## src/rtl/sdram_arb_pkg.sv

```systemverilog
// Shared types and defaults for the SDRAM ownership handover logic.
// Used by the scheduler and its cycle counter.
package sdram_arb_pkg;

  typedef enum logic [2:0] {
    TO_CAM    = 3'd0,
    CAM_RUN   = 3'd1,
    CAM_DRAIN = 3'd2,
    TO_NIOS   = 3'd3,
    NIOS_RUN  = 3'd4
  } handover_state_t;

  localparam int DEF_MIN_CAM_CYCLES = 1024;
  localparam int DEF_LEASE_CYCLES   = 65535;
  localparam int DEF_ACK_TIMEOUT    = 15;
  localparam int DEF_CNT_W          = 16;
  localparam int HANDOVER_CNT_W     = 8;

endpackage

```

## src/rtl/sat_cycle_counter.sv

```systemverilog
// Up-counter with synchronous clear that holds at a run-time limit.
// tc is high whenever the count has reached the limit.
module sat_cycle_counter
  import sdram_arb_pkg::*;
#(
  parameter int W = DEF_CNT_W
) (
  input  logic         clk,
  input  logic         rst,
  input  logic         clr,
  input  logic         en,
  input  logic [W-1:0] limit,
  output logic         tc
);

  logic [W-1:0] count;

  always_ff @(posedge clk or posedge rst) begin
    if (rst) begin
      count <= '0;
    end else if (clr) begin
      count <= '0;
    end else if (en && (count < limit)) begin
      count <= count + 1'b1;
    end
  end

  assign tc = (count >= limit);

endmodule

```

## src/rtl/sdram_handover_scheduler.sv

```systemverilog
// Hands SDRAM ownership between the camera path and Nios at frame boundaries,
// driving the ownership arbiter and bounding Nios ownership with a lease.
module sdram_handover_scheduler
  import sdram_arb_pkg::*;
#(
  parameter int MIN_CAM_CYCLES = DEF_MIN_CAM_CYCLES,
  parameter int LEASE_CYCLES   = DEF_LEASE_CYCLES,
  parameter int ACK_TIMEOUT    = DEF_ACK_TIMEOUT,
  parameter int CNT_W          = DEF_CNT_W
) (
  input  logic                      clk,
  input  logic                      Reset,
  input  logic                      nios_req,
  output logic                      nios_grant,
  input  logic                      cam_frame_end,
  input  logic                      cam_idle,
  output logic                      cam_pause,
  output logic                      RequestNiosControl,
  input  logic                      NiosHasControl,
  input  logic                      CamHasControl,
  output logic                      lease_expired,
  output logic                      ack_error,
  output logic [HANDOVER_CNT_W-1:0] handover_count
);

  localparam int ACK_W = $clog2(ACK_TIMEOUT + 1);

  handover_state_t state;
  logic            frame_seen;
  logic            rearm;

  logic             cyc_clr;
  logic             cyc_en;
  logic [CNT_W-1:0] cyc_limit;
  logic             cyc_tc;

  logic             ack_waiting;
  logic             ack_seen;
  logic             ack_tc;
  logic             frame_hit;

  // One counter serves both phases: camera minimum while the camera owns
  // SDRAM, lease length while Nios does. The handshake states clear it.
  always_comb begin
    cyc_clr     = (state == TO_CAM) || (state == TO_NIOS);
    cyc_en      = (state == CAM_RUN) || (state == NIOS_RUN);
    cyc_limit   = (state == NIOS_RUN) ? CNT_W'(LEASE_CYCLES - 1) : CNT_W'(MIN_CAM_CYCLES);
    ack_waiting = (state == TO_CAM) || (state == TO_NIOS);
    ack_seen    = (state == TO_NIOS) ? NiosHasControl : CamHasControl;
    frame_hit   = frame_seen | cam_frame_end;
  end

  sat_cycle_counter #(.W(CNT_W)) u_cycle_cnt (
    .clk   (clk),
    .rst   (Reset),
    .clr   (cyc_clr),
    .en    (cyc_en),
    .limit (cyc_limit),
    .tc    (cyc_tc)
  );

  sat_cycle_counter #(.W(ACK_W)) u_ack_cnt (
    .clk   (clk),
    .rst   (Reset),
    .clr   (!ack_waiting),
    .en    (ack_waiting),
    .limit (ACK_W'(ACK_TIMEOUT - 1)),
    .tc    (ack_tc)
  );

  always_ff @(posedge clk or posedge Reset) begin
    if (Reset) begin
      state              <= TO_CAM;
      RequestNiosControl <= 1'b0;
      cam_pause          <= 1'b1;
      nios_grant         <= 1'b0;
      lease_expired      <= 1'b0;
      ack_error          <= 1'b0;
      handover_count     <= '0;
      frame_seen         <= 1'b0;
      rearm              <= 1'b1;
    end else begin
      lease_expired <= 1'b0;
      if (!nios_req) begin
        rearm <= 1'b1;
      end
      // Sticky: the request level is left alone, we just keep waiting.
      if (ack_waiting && ack_tc && !ack_seen) begin
        ack_error <= 1'b1;
      end

      case (state)
        TO_CAM: begin
          if (CamHasControl) begin
            state     <= CAM_RUN;
            cam_pause <= 1'b0;
          end
        end
        CAM_RUN: begin
          if (nios_req && rearm && cyc_tc) begin
            state      <= CAM_DRAIN;
            frame_seen <= cam_frame_end;
            cam_pause  <= cam_frame_end;
          end
        end
        CAM_DRAIN: begin
          if (!nios_req) begin
            state      <= CAM_RUN;
            frame_seen <= 1'b0;
            cam_pause  <= 1'b0;
          end else if (frame_hit && cam_idle) begin
            state              <= TO_NIOS;
            frame_seen         <= 1'b0;
            cam_pause          <= 1'b1;
            RequestNiosControl <= 1'b1;
          end else if (cam_frame_end) begin
            frame_seen <= 1'b1;
            cam_pause  <= 1'b1;
          end
        end
        TO_NIOS: begin
          if (NiosHasControl) begin
            state          <= NIOS_RUN;
            nios_grant     <= 1'b1;
            handover_count <= handover_count + 1'b1;
          end
        end
        NIOS_RUN: begin
          // A release in the expiry cycle takes precedence over the lease pulse.
          if (!nios_req) begin
            state              <= TO_CAM;
            nios_grant         <= 1'b0;
            RequestNiosControl <= 1'b0;
          end else if (cyc_tc) begin
            state              <= TO_CAM;
            nios_grant         <= 1'b0;
            RequestNiosControl <= 1'b0;
            lease_expired      <= 1'b1;
            rearm              <= 1'b0;
          end
        end
        default: begin
          state <= TO_CAM;
        end
      endcase
    end
  end

endmodule

```

## config.mk

```make
export PLATFORM = sky130hd
export DESIGN_NAME = sdram_handover_scheduler
export DESIGN_NICKNAME = d
export VERILOG_FILES = /design/src/rtl/sdram_arb_pkg.sv /design/src/rtl/sat_cycle_counter.sv /design/src/rtl/sdram_handover_scheduler.sv
export SDC_FILE = /design/constraint.sdc
export NUM_CORES = 1
export LEC_CHECK = 0
export CORE_ASPECT_RATIO = 0.8
export CORE_MARGIN = 8
export CORE_UTILIZATION = 45
export DETAILED_ROUTE_END_ITERATION = 12
export PLACE_DENSITY_LB_ADDON = 0.08
export SLEW_MARGIN = 10
export SYNTH_ARGS = -nofsm -noshare
export SYNTH_HDL_FRONTEND = slang
export SYNTH_SLANG_ARGS = --single-unit
```

## constraint.sdc

```tcl
create_clock -name clk -period 3.1 [get_ports clk]
set_clock_uncertainty 0.15 [all_clocks]
set_input_delay 0.465 -clock clk [delete_from_list [all_inputs] [get_ports clk]]
set_output_delay 0.465 -clock clk [all_outputs]
set_load 0.05 [all_outputs]
```

==> results of run 1 <==
## power breakdown
part | internal, uW | total [uW] | switching (uW)
Combinational | 130 | 292 | 162
Clock | 179 | 364 | 185
Sequential | 534 | 610 | 75.6
Total | 844 | 1270 | 423
## through the flow
step / std cells / power [uW]
global route: 341 / 1355
floorplan: 252 / 824.5
CTS: 338 / 1279
global placement: 330 / 905.5
finish: 341 / 1267
detailed placement: 330 / 912.7
## cell usage in the layout (no fill, tap or decap), types with 2 or more instances in the layout
cell / n
nor3_1: 4
dfstp_2: 2
nor2_1: 15
nand3b_1: 3
buf_4: 12
and3_1: 5
a41oi_1: 2
a21o_1: 3
or3_1: 5
a22o_1: 2
o21ai_0: 8
nand4_1: 10
inv_1: 6
clkbuf_8: 6
clkdlybuf4s50_1: 19
mux2i_1: 2
xnor2_1: 7
mux2_2: 2
dfrtp_1: 36
nand2_1: 28
a21oi_1: 16
nand2b_1: 3
o211ai_1: 9
nand3_1: 8
or4_1: 4
o31ai_1: 7
nor2b_1: 5
ha_1: 17
nor3b_1: 3
nand4b_1: 2
a31oi_1: 6
o41ai_1: 2
## Yosys cell counts, drive strengths merged (5+ instances only)
| master | number |
|---|---|
| dfrtp | 36 |
| nor2b | 5 |
| a21oi | 16 |
| o21ai | 9 |
| nand2 | 29 |
| nand4 | 11 |
| ha | 17 |
| inv | 6 |
| nand3 | 8 |
| or3 | 5 |
| o31ai | 7 |
| a31oi | 7 |
| xnor2 | 7 |
| o211ai | 9 |
| clkbuf | 7 |
| and3 | 5 |
| buf | 5 |
| nor2 | 15 |
## logic make-up after synthesis
group / Yosys count
adders and majority gates: 17
AOI/OAI and AO/OA: 64
xor gates and xnor gates: 9
buffers and inverters: 18
and+or+nand+nor: 102
muxes: 4
DFF: 38
## worst paths after layout
| check | endpoint | slack [ns] | cells past startpoint |
|---|---|---|---|
| min | ack_error$_DFFE_PP0P_ | 0.32 | 2 |
| max | u_cycle_cnt.count[14]$_DFFE_PP0P_ | 0.19 | 9 |
| min reg2reg | ack_error$_DFFE_PP0P_ | 0.32 | 2 |
| max in group asynchronous | rearm$_DFF_PP1_ | 2.01 | 3 |
| max reg2reg | u_cycle_cnt.count[14]$_DFFE_PP0P_ | 0.19 | 9 |
| min in group asynchronous | u_cycle_cnt.count[6]$_DFFE_PP0P_ | 0.43 | 3 |
## timing repair
item / 4_1_cts / 5_1_grt
setup buffers: 0 / 3
setup endpoints to repair: 0 / 7
gates resized for setup: 0 / 1
## cell type report
class | instances | share of cell area
clock inverter | 2 | 0.004484
tap | 62 | 0.02780
clock buffer | 6 | 0.02960
multi-input combinational | 196 | 0.4879
sequential | 38 | 0.3417
inverter | 6 | 0.008072
timing repair buffer | 31 | 0.1004
## worst max-delay path: stages (launching register included)
cell and delay, ns:
dfrtp_1 0.38, nor2_1 0.24, nand2_4 0.19, ha_1 0.37, a21oi_1 0.14, o21ai_0 0.16, a31oi_4 0.31, nand4_4 0.20
or4_1 0.54, a21oi_1 0.15
## routing by layer
metal	GRT usage	vias to the layer above	wire, um
met5	0	-	0
met2	0.2200	28	2316
met4	0.05128	0	70
met3	0.03390	9	163
met1	0.1922	976	2892
li1	-	993	-
## registers in the layout, indices dropped and copies added (netlist names)
register and flops:
frame_seen 1, u_ack_cnt.count 4, rearm 1, state 3
RequestNiosControl 1, nios_grant 1, cam_pause 1, u_cycle_cnt.count 16
handover_count 8, ack_error 1, lease_expired 1
==> run_results.csv, run 1 <==
group,metric,value,unit
global_routing,grt_max_degree,39,
power,leakage,0.001203,uW
die,die_w,97.35,um
global_routing,gr-total-overflow,0,
detailed_routing,ant_nets,0,
clock_network,cts_tree,"done",
timing,finalSetupViolations,0,
die,ios,20,
yosys,synthAdderAreaFrac,0.08929,
placement,port-buffer-count,19,
yosys,synth_flop_cell,"dfrtp_1",
final_layout,final_area,2790,um2
global_routing,grt_usage,0.1426,
final_layout,fin_nets,302,
timing,timing.final.crit_share,0.9385,
final_layout,n_antenna_cell,0,
final_layout,areaGrowthSynthToFinish,17.12,%
placement,place_area,2668,um2
worst_hold_path,min-delay-start,"ack_error$_DFFE_PP0P_",
worst_hold_path,min_path_type,"flop to flop",
power,ir_worst_vdd,0.2381,mV
worst_setup_path,critPathCaptureType,"flop",
run,cap_violations,0,
final_layout,final_layout_size_suffix_gt1_frac,0.1183,
timing,hold_ws,0.3220,ns
yosys,synth_compound_area_frac,0.1859,
die,die_h,81.08,um
status,outcome,"finished, final reports clean",
clock_network,cts_sinks,38,
yosys,yosys_register_bits,38,
yosys,syn_inst,252,
final_layout,multi_input_area,1361,um2
yosys,yosysUniqueCellTypes,50,
detailed_routing,wl_per_cell,15.96,um
clock_network,root_buffer,"clkbuf_8",
placement,hpwlAfterDp,3852,um
clock_network,clk_pin_slew,0.08,ns
clock_network,clockBufferDepth,2,
clock_network,clk_latency,0.29,ns
yosys,synth.largest_area_cell,"dfrtp_1",
detailed_routing,drt-vias-per-instance,5.883,
die,fp.coreArea,5065,um2
detailed_routing,drc,0,
timing,setup_tns,0,ns
yosys,netlist_area,2382,um2
worst_setup_path,cp-startpoint,"state[1]$_DFFE_PP0P_",
final_layout,fillCellCount,467,
yosys,synth.area.mux_share,0.01786,
detailed_routing,via_count,2006,
yosys,synth_xor_area_frac,0.03624,
worst_setup_path,critPathKind,"flop to flop",
global_routing,grt_pass1_wl,9397,um
detailed_routing,drt-total-wl,5442,um
yosys,ys_seq_area_frac,0.4002,
timing,tightest_slew,0.5145,ns
timing,hold_viol,0,
placement,gp_congestion,0.8417,
detailed_routing,drt_iter0_markers,97,
detailed_routing,drt-pass1-iter-count,4,
placement,place_worst_setup_slack,0.1692,ns
timing,finalMaxSlewViolations,0,
timing,fin_ws,0.1908,ns
worst_setup_path,start_kind,"flop",
timing,clock.fmax,343.7,MHz
worst_setup_path,r2r_start,"state[1]$_DFFE_PP0P_",
yosys,synth_top_family_by_area,"simple AND/OR/NAND/NOR gates",
yosys,yosys_warnings,0,
clock_network,h-tree-depth,2,
yosys,synth_top_cell_area_share,0.3782,
yosys,synth_area_leaders,"dfrtp_1, ha_1, nand2_1",
yosys,synth-edff-count,0,
die,row_count,23,
global_routing,grt_pass1_vias,2004,
yosys,async_reset_ff_frac,1.000,
yosys,synth_simple_gate_area_share,0.2390,
yosys,synth_area_per_cell,9.454,um2
worst_setup_path,cp_max_fo,16,
timing,period_minus_slack,2.909,ns
die,initial_core_util,0.4704,
final_layout,regArea,953.4,um2
final_layout,post-route-util,0.5509,
clock_network,hold_buffers,0,
worst_setup_path,critical_path_arrival,2.98,ns
power,powerDensity,454.0,nW/um2
yosys,synthesis.nets,276,
die,die_area,7893,um2
clock_network,cts_buffers,5,
timing,maxSlewHeadroom,0.6560,
global_routing,grt_antenna_before_repair,0,
worst_setup_path,cp.required,3.17,ns
No activity file was read; power rests on OpenSTA's default activity.
==> run 2, diff against run 1 <==
CORE_MARGIN = 2   (was 8)
==> run 2 against run 1 <==
Net effect: first-iteration DRC count increased by 16%; register-to-register slack improved by 0.05 ns; die area down 25%; critical endpoint is now u_cycle_cnt.count[7]$_DFFE_PP0P_; total power shrank 0.90%; worst setup slack improved by 0.046 ns; critical path type unchanged; global-route usage increased by 4.7 points; non-clock buffer count down 4; sequential power hardly changed; final cell count decreased by 1.2%; wire length is 4.7% lower; flip-flop and latch count is the same.
==> run_results.csv, run 2 (synthesis results as in run 1) <==
group,metric,value,unit
status,outcome,"finished, final reports clean",
worst_setup_path,slowest_delay,0.54,ns
timing,maxSlewHeadroom,0.5371,
final_layout,areaGrowthSynthToFinish,15.86,%
worst_setup_path,r2r_cells,9,
placement,place_area,2660,um2
worst_hold_path,min-delay-start,"handover_count[7]$_DFFE_PP0P_",
clock_network,cts_sinks,38,
detailed_routing,drt_iter0_markers,113,
worst_setup_path,slowest_stage,"or4_1",
timing,period_minus_slack,2.863,ns
final_layout,fin_nets,298,
worst_setup_path,path_buf_inv,0,
timing,setup_tns,0,ns
die,die_w,85.35,um
worst_setup_path,ff2ff_setup_slack,0.24,ns
final_layout,fillCellCount,458,
detailed_routing,wl_per_cell,15.39,um
global_routing,grt_pass1_vias,1900,
timing,finalSetupViolations,0,
power,leakage,0.001186,uW
detailed_routing,drt-total-wl,5187,um
global_routing,gr-total-overflow,0,
die,die_area,5896,um2
clock_network,h-tree-depth,2,
final_layout,largest_reg_flops,16,
timing,timing.final.crit_share,0.9237,
worst_hold_path,min_path_cells,1,
global_routing,grt_antenna_before_repair,0,
timing,tightest_slew,0.6891,ns
clock_network,clk_latency,0.29,ns
detailed_routing,drc,0,
power,powerDensity,454.8,nW/um2
detailed_routing,ant_nets,0,
power,ir_worst_vdd,0.2710,mV
worst_setup_path,critPathKind,"flop to flop",
die,fp.coreArea,5065,um2
final_layout,largest_register,"u_cycle_cnt.count",
die,initial_core_util,0.4704,
detailed_routing,drt-pass1-iter-count,5,
timing,hold_ws,0.3276,ns
final_layout,n_antenna_cell,0,
run,cap_violations,0,
worst_hold_path,min_to,"handover_count[7]$_DFFE_PP0P_",
clock_network,cts_tree,"done",
worst_setup_path,critPathCaptureType,"flop",
clock_network,cts_buffers,5,
die,die_h,69.08,um
worst_setup_path,critPathTopFamily,"simple AND/OR/NAND/NOR gates",
worst_setup_path,cp_max_fo,16,
global_routing,grt_usage,0.1900,
final_layout,final_layout_size_suffix_gt1_frac,0.1055,
die,row_count,23,
timing,finalMaxSlewViolations,0,
timing,clock.fmax,349.2,MHz
clock_network,clk_pin_slew,0.08,ns
clock_network,post_cts_buffers,0,
clock_network,clockBufferDepth,2,
worst_setup_path,start_kind,"flop",
worst_setup_path,cp.required,3.16,ns
final_layout,reg.largest.list,"u_cycle_cnt.count: 16 flops, handover_count: 8 flops, u_ack_cnt.count: 4 flops",
die,ios,20,
clock_network,root_buffer,"clkbuf_8",
placement,gp_congestion,0.8325,
placement,hpwlAfterDp,3686,um
worst_setup_path,critical_path_arrival,2.92,ns
global_routing,grt_pass1_wl,9163,um
placement,port-buffer-count,19,
worst_setup_path,r2r_start,"state[1]$_DFFE_PP0P_",
detailed_routing,drt-vias-per-instance,5.730,
detailed_routing,via_count,1931,
worst_setup_path,r2r_end,"u_cycle_cnt.count[7]$_DFFE_PP0P_",
global_routing,grt_max_degree,39,
timing,hold_viol,0,
worst_hold_path,min_path_type,"flop to flop",
final_layout,final_cell_mix,"dfrtp_1, nand2_1, clkdlybuf4s50_1, ha_1, a21oi_1",
worst_setup_path,worstPathCellList,"nor2_1 -> nand2_4 -> ha_1 -> a21oi_1 -> o21ai_0 -> a31oi_4 -> nand4_4 -> or4_1 -> a21oi_1",
worst_setup_path,path_common_cell,"a21oi_1",
final_layout,final_common_cell,"dfrtp_1",
timing,rsz0062_at_grt,"no",
final_layout,final_area,2760,um2
run 2: worst max path at each step:
stage	startpoint	endpoint	slack (ns)	depth (start not counted)
after global placement	state[1]$_DFFE_PP0P_	u_cycle_cnt.count[7]$_DFFE_PP0P_	0.26	9
after global routing	state[1]$_DFFE_PP0P_	u_cycle_cnt.count[14]$_DFFE_PP0P_	0.02	9
after detailed placement	state[1]$_DFFE_PP0P_	u_cycle_cnt.count[7]$_DFFE_PP0P_	0.20	9
after CTS	state[1]$_DFFE_PP0P_	u_cycle_cnt.count[7]$_DFFE_PP0P_	0.17	9
after floorplan	state[0]$_DFFE_PP0P_	state[0]$_DFFE_PP0P_	0.08	11
final	state[1]$_DFFE_PP0P_	u_cycle_cnt.count[7]$_DFFE_PP0P_	0.24	9
run 2: routing by layer:
layer / track usage / up-vias / part of all wire
met3: 0.04072 / 9 / 0.043
met1: 0.2785 / 890 / 0.52
met2: 0.2873 / 48 / 0.42
li1: - / 984 / -
met4: 0.04409 / 0 / 0.014
met5: 0 / - / 0
run 2: worst reg2reg max path, stage by stage (launching register included):
cell	delay (ns)
dfrtp_1	0.38
nor2_1	0.22
nand2_4	0.18
ha_1	0.37
a21oi_1	0.14
o21ai_0	0.15
a31oi_4	0.30
nand4_4	0.21
or4_1	0.54
a21oi_1	0.16
run 2: final cells by class:
class	instances	area, um2	area share
Clock buffer	6	82.58	0.02992
Clock inverter	2	12.51	0.004533
Inverter	6	22.52	0.008160
Multi-Input combinational cell	196	1361	0.4932
Sequential cell	38	953.4	0.3454
Tap cell	62	77.57	0.02811
Timing Repair Buffer	27	250.2	0.09066
run 2: timing repair:
| item | CTS | global route |
|---|---|---|
| endpoints found under the setup margin | 0 | 6 |
| resized for setup | 0 | 1 |
| hold buffers | 0 | 0 |
run 2: power breakdown:
part           switching, uW  total (uW)  internal [uW]
registers               76.2         611            534
clock network            184         363            179
logic                    152         282            129
total                    413        1260            843
run 2: through the flow:
step                cells  total power, uW  utilization  worst slack (ns)
floorplan             252            824.5            -           0.08435
global route          337             1343       0.5450           0.01784
finish                337             1255       0.5450            0.2366
detailed placement    329            904.4       0.5252            0.1969
CTS                   337             1268       0.5440            0.1718
global placement      329            901.4       0.5252            0.2591
